**src/rtl/ofm_pool_relu_pkg.sv**
```systemverilog
// Shared types and helpers for the OFM post-processing stage (ReLU, requantise, 2x2 max-pool).
package pool_pkg;

  localparam int DEF_DATA_WIDTH = 32;
  localparam int DEF_IFM_WIDTH  = 16;
  localparam int DEF_OFM_SIZE   = 10;
  localparam int DEF_CO         = 8;
  localparam int DEF_SHIFT      = 8;

  // Quantiser arithmetic width; must exceed DATA_WIDTH so the sign-extension field is non-empty.
  localparam int CALC_W = 64;

  typedef enum logic [1:0] {IDLE, RUN, DONE} state_t;

  function automatic int pool_w(input int ofm);
    return ofm / 2;
  endfunction

  function automatic int cnt_w(input int ofm);
    return $clog2(ofm);
  endfunction

  function automatic int ch_w(input int co);
    return $clog2(co) + 1;
  endfunction

  // ReLU, arithmetic right shift, then clamp to the largest positive ifm_w-bit signed value.
  function automatic logic [CALC_W-1:0] sat_relu_shift(input logic signed [CALC_W-1:0] din,
                                                       input int unsigned shift,
                                                       input int unsigned ifm_w);
    logic [CALC_W-1:0] q;
    logic [CALC_W-1:0] q_max;
    q_max = (CALC_W'(1) << (ifm_w - 1)) - CALC_W'(1);
    if (din[CALC_W-1]) q = '0;
    else               q = din >>> shift;
    if (q > q_max) q = q_max;
    return q;
  endfunction

endpackage

```
**src/rtl/ofm_pool_relu_if.sv**
```systemverilog
// Streaming interface: conv psum beats in, pooled ifm beats out.
interface ofm_pool_relu_if
  import pool_pkg::*;
#(
  parameter int DATA_WIDTH = DEF_DATA_WIDTH,
  parameter int IFM_WIDTH  = DEF_IFM_WIDTH
);
  logic                  in_valid;
  logic [DATA_WIDTH-1:0] in_data;
  logic                  out_valid;
  logic [IFM_WIDTH-1:0]  out_data;
  logic                  out_last;

  modport master (output in_valid, in_data, input out_valid, out_data, out_last);
  modport slave  (input in_valid, in_data, output out_valid, out_data, out_last);
endinterface

```
**src/rtl/ofm_pool_relu_line_buf.sv**
```systemverilog
// Line buffer holding the horizontal pair maxima of the even row of each pooling window row.
module pool_line_buf
  import pool_pkg::*;
#(
  parameter int DEPTH = DEF_OFM_SIZE / 2,
  parameter int WIDTH = DEF_IFM_WIDTH,
  parameter int AW    = (DEPTH > 1) ? $clog2(DEPTH) : 1
) (
  input  logic             clk1,
  input  logic             i_we,
  input  logic [AW-1:0]    i_addr,
  input  logic [WIDTH-1:0] i_wdata,
  output logic [WIDTH-1:0] o_rdata
);

  logic [WIDTH-1:0] r_mem [DEPTH];

  // NOTE: no reset on the storage; each entry is written on an even row before the odd row reads it.
  always_ff @(posedge clk1) begin
    if (i_we) r_mem[i_addr] <= i_wdata;
  end

  // The trailing column of an odd-sized plane can address past the last entry; its read is unused.
  assign o_rdata = ({{(32-AW){1'b0}}, i_addr} < 32'(DEPTH)) ? r_mem[i_addr] : '0;

endmodule

```
**src/rtl/ofm_pool_relu.sv**
```systemverilog
// ofm_pool_relu: per-psum ReLU/requantise/saturate, then 2x2 stride-2 max-pool of each OFM plane.
module ofm_pool_relu
  import pool_pkg::*;
#(
  parameter int DATA_WIDTH = DEF_DATA_WIDTH,
  parameter int IFM_WIDTH  = DEF_IFM_WIDTH,
  parameter int OFM_SIZE   = DEF_OFM_SIZE,
  parameter int CO         = DEF_CO,
  parameter int SHIFT      = DEF_SHIFT
) (
  input  logic           clk1,
  input  logic           rst_n,
  input  logic           start,
  output logic           done,
  ofm_pool_relu_if.slave bus
);

  localparam int POOL_W = pool_w(OFM_SIZE);
  localparam int CNT_W  = cnt_w(OFM_SIZE);
  localparam int CH_W   = ch_w(CO);
  localparam int LB_AW  = (POOL_W > 1) ? $clog2(POOL_W) : 1;

  localparam logic [CNT_W-1:0] LAST_RC      = CNT_W'(OFM_SIZE - 1);
  localparam logic [CNT_W-1:0] LAST_POOL_RC = CNT_W'(2 * POOL_W - 1);
  localparam logic [CH_W-1:0]  LAST_CH      = CH_W'(CO - 1);

  state_t               r_state;
  logic [CNT_W-1:0]     r_col;
  logic [CNT_W-1:0]     r_row;
  logic [CH_W-1:0]      r_ch;
  logic [IFM_WIDTH-1:0] r_h;
  logic [IFM_WIDTH-1:0] r_out_data;
  logic                 r_out_valid;
  logic                 r_out_last;
  logic                 r_done;

  logic signed [CALC_W-1:0] w_din_ext;
  logic [IFM_WIDTH-1:0]     w_q;
  logic [IFM_WIDTH-1:0]     w_hmax;
  logic [IFM_WIDTH-1:0]     w_lb_rdata;
  logic [IFM_WIDTH-1:0]     w_pool;
  logic [LB_AW-1:0]         w_lb_addr;
  logic                     w_accept;
  logic                     w_lb_we;
  logic                     w_last_beat;
  logic                     w_last_pool;

  assign w_din_ext = {{(CALC_W-DATA_WIDTH){bus.in_data[DATA_WIDTH-1]}}, bus.in_data};
  assign w_q       = IFM_WIDTH'(sat_relu_shift(w_din_ext, SHIFT, IFM_WIDTH));
  assign w_hmax    = (w_q > r_h) ? w_q : r_h;
  assign w_pool    = (w_lb_rdata > w_hmax) ? w_lb_rdata : w_hmax;

  // start has priority, so a beat coinciding with it is dropped.
  assign w_accept  = (r_state == RUN) && bus.in_valid && !start;

  // An odd column is always inside the pooled area, so floor pooling needs no extra bound check.
  assign w_lb_we   = w_accept && r_col[0] && !r_row[0];
  assign w_lb_addr = LB_AW'(r_col >> 1);

  assign w_last_beat = (r_col == LAST_RC) && (r_row == LAST_RC) && (r_ch == LAST_CH);
  assign w_last_pool = (r_col == LAST_POOL_RC) && (r_row == LAST_POOL_RC) && (r_ch == LAST_CH);

  pool_line_buf #(
    .DEPTH (POOL_W),
    .WIDTH (IFM_WIDTH),
    .AW    (LB_AW)
  ) u_line_buf (
    .clk1    (clk1),
    .i_we    (w_lb_we),
    .i_addr  (w_lb_addr),
    .i_wdata (w_hmax),
    .o_rdata (w_lb_rdata)
  );

  // NOTE: non-blocking assignments so every register sees pre-edge values, as the flops do.
  always_ff @(posedge clk1 or negedge rst_n) begin
    if (!rst_n) begin
      r_state     <= IDLE;
      r_col       <= '0;
      r_row       <= '0;
      r_ch        <= '0;
      r_h         <= '0;
      r_out_data  <= '0;
      r_out_valid <= 1'b0;
      r_out_last  <= 1'b0;
      r_done      <= 1'b0;
    end else begin
      r_out_valid <= 1'b0;
      r_out_last  <= 1'b0;
      r_done      <= 1'b0;
      if (start) begin
        r_state <= RUN;
        r_col   <= '0;
        r_row   <= '0;
        r_ch    <= '0;
      end else begin
        case (r_state)
          IDLE: r_state <= IDLE;
          RUN: begin
            if (w_accept) begin
              if (r_col == LAST_RC) begin
                r_col <= '0;
                if (r_row == LAST_RC) begin
                  r_row <= '0;
                  r_ch  <= r_ch + 1'b1;
                end else begin
                  r_row <= r_row + 1'b1;
                end
              end else begin
                r_col <= r_col + 1'b1;
              end

              if (!r_col[0]) begin
                r_h <= w_q;
              end else if (r_row[0]) begin
                r_out_data  <= w_pool;
                r_out_valid <= 1'b1;
                r_out_last  <= w_last_pool;
              end

              if (w_last_beat) r_state <= DONE;
            end
          end
          DONE: begin
            r_done  <= 1'b1;
            r_state <= IDLE;
          end
          default: r_state <= IDLE;
        endcase
      end
    end
  end

  assign bus.out_valid = r_out_valid;
  assign bus.out_data  = r_out_data;
  assign bus.out_last  = r_out_last;
  assign done          = r_done;

endmodule
```
**src/flat_wrapper.sv**
```systemverilog
// flat-port wrapper written by rule: the top's interface ports become plain ports
module ofm_pool_relu_flat import pool_pkg::*;
#(
  parameter int DATA_WIDTH = DEF_DATA_WIDTH,
  parameter int IFM_WIDTH  = DEF_IFM_WIDTH,
  parameter int OFM_SIZE   = DEF_OFM_SIZE,
  parameter int CO         = DEF_CO,
  parameter int SHIFT      = DEF_SHIFT
)
  (clk1, rst_n, start, done, bus_in_valid, bus_in_data, bus_out_valid, bus_out_data, bus_out_last);
  ofm_pool_relu_if #(.DATA_WIDTH(DATA_WIDTH), .IFM_WIDTH(IFM_WIDTH)) bus_i ();
  input  logic clk1;
  input  logic rst_n;
  input  logic start;
  output logic done;
  input wire logic [$bits(bus_i.in_valid)-1:0] bus_in_valid;
  input wire logic [$bits(bus_i.in_data)-1:0] bus_in_data;
  output wire logic [$bits(bus_i.out_valid)-1:0] bus_out_valid;
  output wire logic [$bits(bus_i.out_data)-1:0] bus_out_data;
  output wire logic [$bits(bus_i.out_last)-1:0] bus_out_last;
  assign bus_i.in_valid = bus_in_valid;
  assign bus_i.in_data = bus_in_data;
  assign bus_out_valid = bus_i.out_valid;
  assign bus_out_data = bus_i.out_data;
  assign bus_out_last = bus_i.out_last;
  ofm_pool_relu #(.DATA_WIDTH(DATA_WIDTH), .IFM_WIDTH(IFM_WIDTH), .OFM_SIZE(OFM_SIZE), .CO(CO), .SHIFT(SHIFT)) u_core (.clk1(clk1), .rst_n(rst_n), .start(start), .done(done), .bus(bus_i));
endmodule
```
**config.mk**
```make
export PLATFORM = sky130hd
export DESIGN_NAME = ofm_pool_relu_flat
export DESIGN_NICKNAME = d
export VERILOG_FILES = /design/src/rtl/ofm_pool_relu_pkg.sv /design/src/rtl/ofm_pool_relu_if.sv /design/src/rtl/ofm_pool_relu_line_buf.sv /design/src/rtl/ofm_pool_relu.sv /design/src/flat_wrapper.sv
export SDC_FILE = /design/constraint.sdc
export NUM_CORES = 1
export LEC_CHECK = 0
export ABC_AREA = 1
export BUFFER_PORTS_ARGS = -buffer_cell sky130_fd_sc_hd__buf_2
export CORE_MARGIN = 8
export CORE_UTILIZATION = 50
export CTS_CLUSTER_DIAMETER = 100
export DETAILED_ROUTE_END_ITERATION = 8
export GPL_TIMING_DRIVEN = 0
export PLACE_DENSITY = 0.65
export REMOVE_ABC_BUFFERS = 1
export SYNTH_ARGS = -nofsm -noshare
export SYNTH_HDL_FRONTEND = slang
export SYNTH_HIERARCHICAL = 1
export SYNTH_SLANG_ARGS = --single-unit
```
**constraint.sdc**
```tcl
create_clock -name clk1 -period 4.8 [get_ports clk1]
set_input_delay 0.48 -clock clk1 [delete_from_list [all_inputs] [get_ports clk1]]
set_output_delay 0.48 -clock clk1 [all_outputs]
set_load 0.02 [all_outputs]
```
**After elaboration in Yosys (flattened, before gate mapping)**

Memory sizes are Yosys's and may differ from the RTL's.
Cells that the tools add are included.
W data, S select, Z words.

- Bitwise logic cells: 2
- Mux-type cells: 37
- Reduce and logical (&&, ||, !) cells: 18
- Equality and inequality tests: 7
- Add/sub/neg operators: 3
- Order comparisons: 4

Operator list:

| kind | count |
|---|---|
| $mux W16 | 4 |
| $mux W4 | 14 |
| $gt A16 B16 Y1 | 2 |
| $gt A23 B15 Y1 const B | 1 |
| $mux W23 | 1 |
| $mux W1 | 14 |
| $add A4 B1 Y4 const B | 3 |
| $eq A4 B4 Y1 const B | 2 |
| $mux W2 | 4 |
| $reduce_and A4 Y1 | 2 |
| $reduce_bool A2 Y1 | 4 |
| $logic_and A1 B1 Y1 | 6 |
| $ne A3 B2 Y1 const B | 2 |
| $reduce_and A5 Y1 | 1 |
| $eq A4 B3 Y1 const B | 1 |
| $reduce_and A2 Y1 | 2 |
| $lt A3 B3 Y1 const B | 1 |
| $reduce_and A3 Y1 | 1 |
| $eq A2 B1 Y1 const B | 1 |
| $eq A2 B2 Y1 const B | 1 |
| $logic_not A1 Y1 | 2 |
| $not A1 Y1 | 2 |

- Memories kept: 1
- Output and inout port bits: 19
- Input bits: 36
- Logic and storage cells: 81
- Memory bits (writable): 80
- Bits in registers: 49

Memories:

| memory | depth | bits a word | rd ports | clocked after memory_dff | write ports | RTL line | RTL |
|---|---|---|---|---|---|---|---|
| u_core.u_line_buf.r_mem | 5 | 16 | 1 | 0 | 1 | ofm_pool_relu_line_buf.sv:16 | `logic [WIDTH-1:0] r_mem [DEPTH];` |

**Depth between registers and ports, before layout**

- Depth after elaboration: 8
- Gate-level depth with buffers: 37
- Gate-level depth less buffers: 34

**Modules after synthesis**

Netlist, hierarchy kept.

By module, submodules not included:

| module | cells each | area an instance (sq um) | instances | sequential area each (sq um) |
|---|---|---|---|---|
| ofm_pool_relu | 518 | 3,592.2 | 1 | 1,226.2 |
| pool_line_buf | 330 | 3,454.6 | 1 | 2,402.3 |

**Worst setup path before layout**

No wires, ideal clock.

- Path kind: input to register
- From: input bus_in_data[28]
- To: register u_core.r_out_data[12], in the netlist u_core/bus.out_data[12]
- Cell stages on the path: 25
- Path buffers: 3
- Setup slack: 1,099 ps
- Arrival time: 3,585 ps
- Data required time: 4,684 ps
- Library setup time: 116 ps
- Cell sequence: o21ai_0 -> nand2_1 -> nor2_2 -> buf_4 -> nand2_1 -> ha_1 -> a21oi_1 -> nand2_1 -> a21oi_1 -> nand2_2 -> nand2_2 -> buf_6 -> nand2_1 -> nand2_1 -> inv_1 -> ha_1 -> a21oi_1 -> o21ai_0 -> a21oi_1 -> nand2_2 -> nand2_2 -> buf_4 -> nand3_1 -> nand2_1 -> nand2_1

- Cells in the longest elaborated chain, start to end: 7

RTL lines:

| element | RTL line | RTL |
|---|---|---|
| start: declaration | flat_wrapper.sv:17 | `input wire logic [$bits(bus_i.in_data)-1:0] bus_in_data;` |
| $mux W23 (*) | ofm_pool_relu_pkg.sv:34 | `if (din[CALC_W-1]) q = '0;` |
| $gt A23 B15 Y1 (*) | ofm_pool_relu_pkg.sv:36 | `if (q > q_max) q = q_max;` |
| $mux W16 (*) | ofm_pool_relu_pkg.sv:36 |  |
| named net u_core.w_q[11] | ofm_pool_relu.sv:38 | `logic [IFM_WIDTH-1:0] w_q;` |
| $gt A16 B16 Y1 | ofm_pool_relu.sv:50 | `assign w_hmax = (w_q > r_h) ? w_q : r_h;` |
| $mux W16 (*) | ofm_pool_relu.sv:50 |  |
| named net u_core.w_hmax[11] | ofm_pool_relu.sv:39 | `logic [IFM_WIDTH-1:0] w_hmax;` |
| $gt A16 B16 Y1 (*) | ofm_pool_relu.sv:51 | `assign w_pool = (w_lb_rdata > w_hmax) ? w_lb_rdata : w_hmax;` |
| $mux W16 (*) | ofm_pool_relu.sv:51 |  |
| end signal: assignment | ofm_pool_relu.sv:116 | `r_out_data <= w_pool;` |
| end: declaration | ofm_pool_relu.sv:32 | `logic [IFM_WIDTH-1:0] r_out_data;` |

The timed path passes the listed nets; every way through them passes the cells marked *.
A chain may end at the register's enable or synchronous reset.

**Worst setup path in the final report**

- From: input bus_in_data[31]
- To: register u_core.r_out_data[8], in the netlist u_core/bus.out_data[8]

- Cells in the longest elaborated chain, start to end: 7

RTL lines:

| element | RTL line |
|---|---|
| $mux W23 (*) | ofm_pool_relu_pkg.sv:34 |
| $gt A23 B15 Y1 | ofm_pool_relu_pkg.sv:36 |
| $mux W16 (*) | ofm_pool_relu_pkg.sv:36 |
| named net u_core.w_q[11] | ofm_pool_relu.sv:38 |
| $gt A16 B16 Y1 (*) | ofm_pool_relu.sv:50 |
| $mux W16 (*) | ofm_pool_relu.sv:50 |
| named net u_core.w_hmax[8] | ofm_pool_relu.sv:39 |
| $gt A16 B16 Y1 | ofm_pool_relu.sv:51 |
| $mux W16 (*) | ofm_pool_relu.sv:51 |

Marks and branches as above.

==> flow_summary.json <==
{
  "hold_viol": 0,
  "multi_input_area_sq_um": 2670,
  "die_area_sq_um": 18100,
  "rsz0062_at_grt": "no",
  "grt.total_usage": 0.180,
  "syn2layout_area_growth_pct": 14.0,
  "ys.flop_type": "edfxtp_1",
  "ys_seq_elements": 129,
  "final.fill_count": 1228,
  "required_ns": 5.11,
  "netlist_top_cells_area": "edfxtp_1 34%, dfrtp_1 17%, nand2_1 15%",
  "core_sq_um": 13800,
  "drv_cap": 0,
  "cts_hold_buf": 0,
  "crit_buf_inv": 3,
  "layout.nets": 966,
  "register_area_sq_um": 3630,
  "cp_top_family": "simple AND/OR/NAND/NOR gates",
  "totalWireLength_mm": 15.0,
  "reg2reg_depth": 15,
  "min_period_ns": 4.29,
  "grt_first_pass_wirelength_mm": 25.6,
  "place.gp.congestion": 0.797,
  "fin_hold_ws_ns": 0.263,
  "timing.fmax_ghz": 0.233,
  "place_area_sq_um": 7430,
  "htree_levels": 4,
  "finClkSkew_ns": 0.0108,
  "worstPathCellList": "buf_2 > inv_2 > o21ai_0 > nand2_1 > nor2_4 > nand2_1 > ha_1 > a21oi_1 > nand2_1 > a21oi_1 > nand2_2 > nand2_4 > nand2_1 > nand2_1 > inv_1 > ha_1 > nand4_1 > nor3_2 > nand3_2 > nand2_4 > nand3_1 > nand2_1 > nand2_1",
  "crit_cells": 23,
  "final_cells": 1085,
  "port_buffers": 46,
  "synth_edf_count": 80,
  "cts_buffers": 17,
  "cp_data_arrival_time_ns": 4.60,
  "hp-class": "in -> async",
  "synth_top_area_share": 0.341,
  "synthArstFlopShare": 0.380,
  "clkLatencyLatePin_ns": 0.43,
  "syn-instance-count": 848,
  "vias_per_cell": 4.85,
  "leakage_nw": 4.05,
  "cts_root_buf": "clkbuf_16",
  "diodes": 0,
  "drc_errors": 0,
  "fin_area_sq_um": 8040,
  "grt_max_degree": 50,
  "outcome": "finished, final reports clean",
  "slew_headroom": 0.112,
  "start_util": 0.510,
  "tritoncts": "built",
  "routedWlPerCell_microns": 13.8,
  "power_density_nw_per_um2": 405,
  "place_hpwl_mm": 10.4,
  "cpMostUsedCell": "nand2_1",
  "final_common_cell": "nand2_1",
  "cts.sinks": 129,
  "crit_path_max_incr_delay_ns": 0.34,
  "place_inst": 1054,
  "finalPower_mw": 3.26,
  "grt-ovfl-total": 0,
  "grt_pass1_vias": 5136,
  "peakVddDrop_uv": 218,
  "worst_path_max_delay_cell": "ha_1",
  "die_w_microns": 135,
  "clk_pin_slew_ns": 0.06,
  "synth.cell_area_sq_um": 7050,
  "fp.dieH_microns": 135,
  "yosysTopAreaCell": "edfxtp_1",
  "first_pass_iters": 6,
  "top_level_ports": 55,
  "setup_viol": 0,
  "synth_cell_types": 36,
  "critPathLaunchType": "primary input",
  "critPathCaptureType": "flop",
  "crit_fanout": 19,
  "cts_resized": 0,
  "drive_gt1_frac": 0.123,
  "num_rows": 43,
  "layout_common_cells": "285 x nand2_1, 156 x inv_1, 97 x nand3_1, 80 x edfxtp_1, 49 x dfrtp_1",
  "first_iter_violations": 290,
  "antenna_found_initial": 0,
  "post-route-period-util": 0.894,
  "slew_violations": 0,
  "ys_warn_count": 6,
  "ant_nets": 0,
  "synth_area_per_cell_sq_um": 8.31,
  "critical_path_class": "in -> reg",
  "cts_setup_buffers": 0,
  "yosysSeqAreaShare": 0.515,
  "vias": 5259,
  "tightest_slew_ns": 1.33,
  "cts_buffer_depth": 2
}
worst paths after layout:
path                            startpoint                 endpoint  slack (ns)
max in group asynchronous            rst_n          u_core/r_col[2]        3.81
max                        bus_in_data[31]   u_core/bus.out_data[8]        0.51
min in group clk1                    start              u_core/done        0.28
min                                  rst_n  u_core/bus.out_data[10]        0.26
max reg2reg                u_core/r_col[1]   u_core/bus.out_data[8]        0.76
min reg2reg                 u_core/r_ch[3]           u_core/r_ch[3]        0.46
logic make-up after synthesis:
family / after synthesis / share of synthesized area
AND/OR/NAND/NOR: 431 / 0.263
buffers and inverters: 193 / 0.112
flip-flops: 129 / 0.515
AO/OA/AOI/OAI: 56 / 0.0428
adder cells (fa/ha/maj): 37 / 0.0657
XOR/XNOR: 1 / 0.00124
other: 1 / 0.000532
report_power, final:
group	internal [mW]	switching, mW	leakage [nW]	total [mW]
Clock	0.767	0.499	0.280	1.27
Combinational	0.206	0.416	2.43	0.622
Sequential	1.31	0.0583	1.34	1.37
synthesized netlist by cell type (all sizes together) (2+ instances only):
| cell type | instances |
|---|---|
| ha | 37 |
| nand2 | 290 |
| nand4 | 3 |
| nor2 | 27 |
| edfxtp | 80 |
| o21a | 2 |
| dfrtp | 49 |
| nor3 | 9 |
| nand3 | 99 |
| inv | 162 |
| a21oi | 19 |
| buf | 23 |
| clkbuf | 2 |
| clkinv | 6 |
| nand3b | 2 |
| o21ai | 30 |
state kept, by name (all words and copies together), names as in the netlist, 2 cells and up:
signal                   flops
u_core/r_row                 4
u_core/r_h                  16
u_core/r_ch                  4
u_core/r_col                 4
u_core/u_line_buf/r_mem     80
u_core/r_state               2
u_core/bus.out_data         16
layout make-up:
cell class	instances	area share
Clock buffer	17	0.0529
Clock inverter	14	0.0193
Inverter	168	0.0785
Multi-Input combinational cell	526	0.333
Sequential cell	129	0.452
Tap cell	180	0.0280
Timing Repair Buffer	51	0.0371
per-stage QoR:
stage               utilization  TNS [ns]  worst slack [ns]
floorplan                     -         0             0.861
global placement          0.531     -5.23            -0.375
detailed placement        0.538     -5.64            -0.400
CTS                       0.579         0            0.0327
global route              0.581         0            0.0452
finish                    0.581         0             0.510
per-layer routing:
metal,global-route usage,share of wire
met5,0,0
met4,0.0873,0.026
met3,0.0331,0.041
met2,0.287,0.45
met1,0.233,0.48
(Power assumes the default switching activity.)
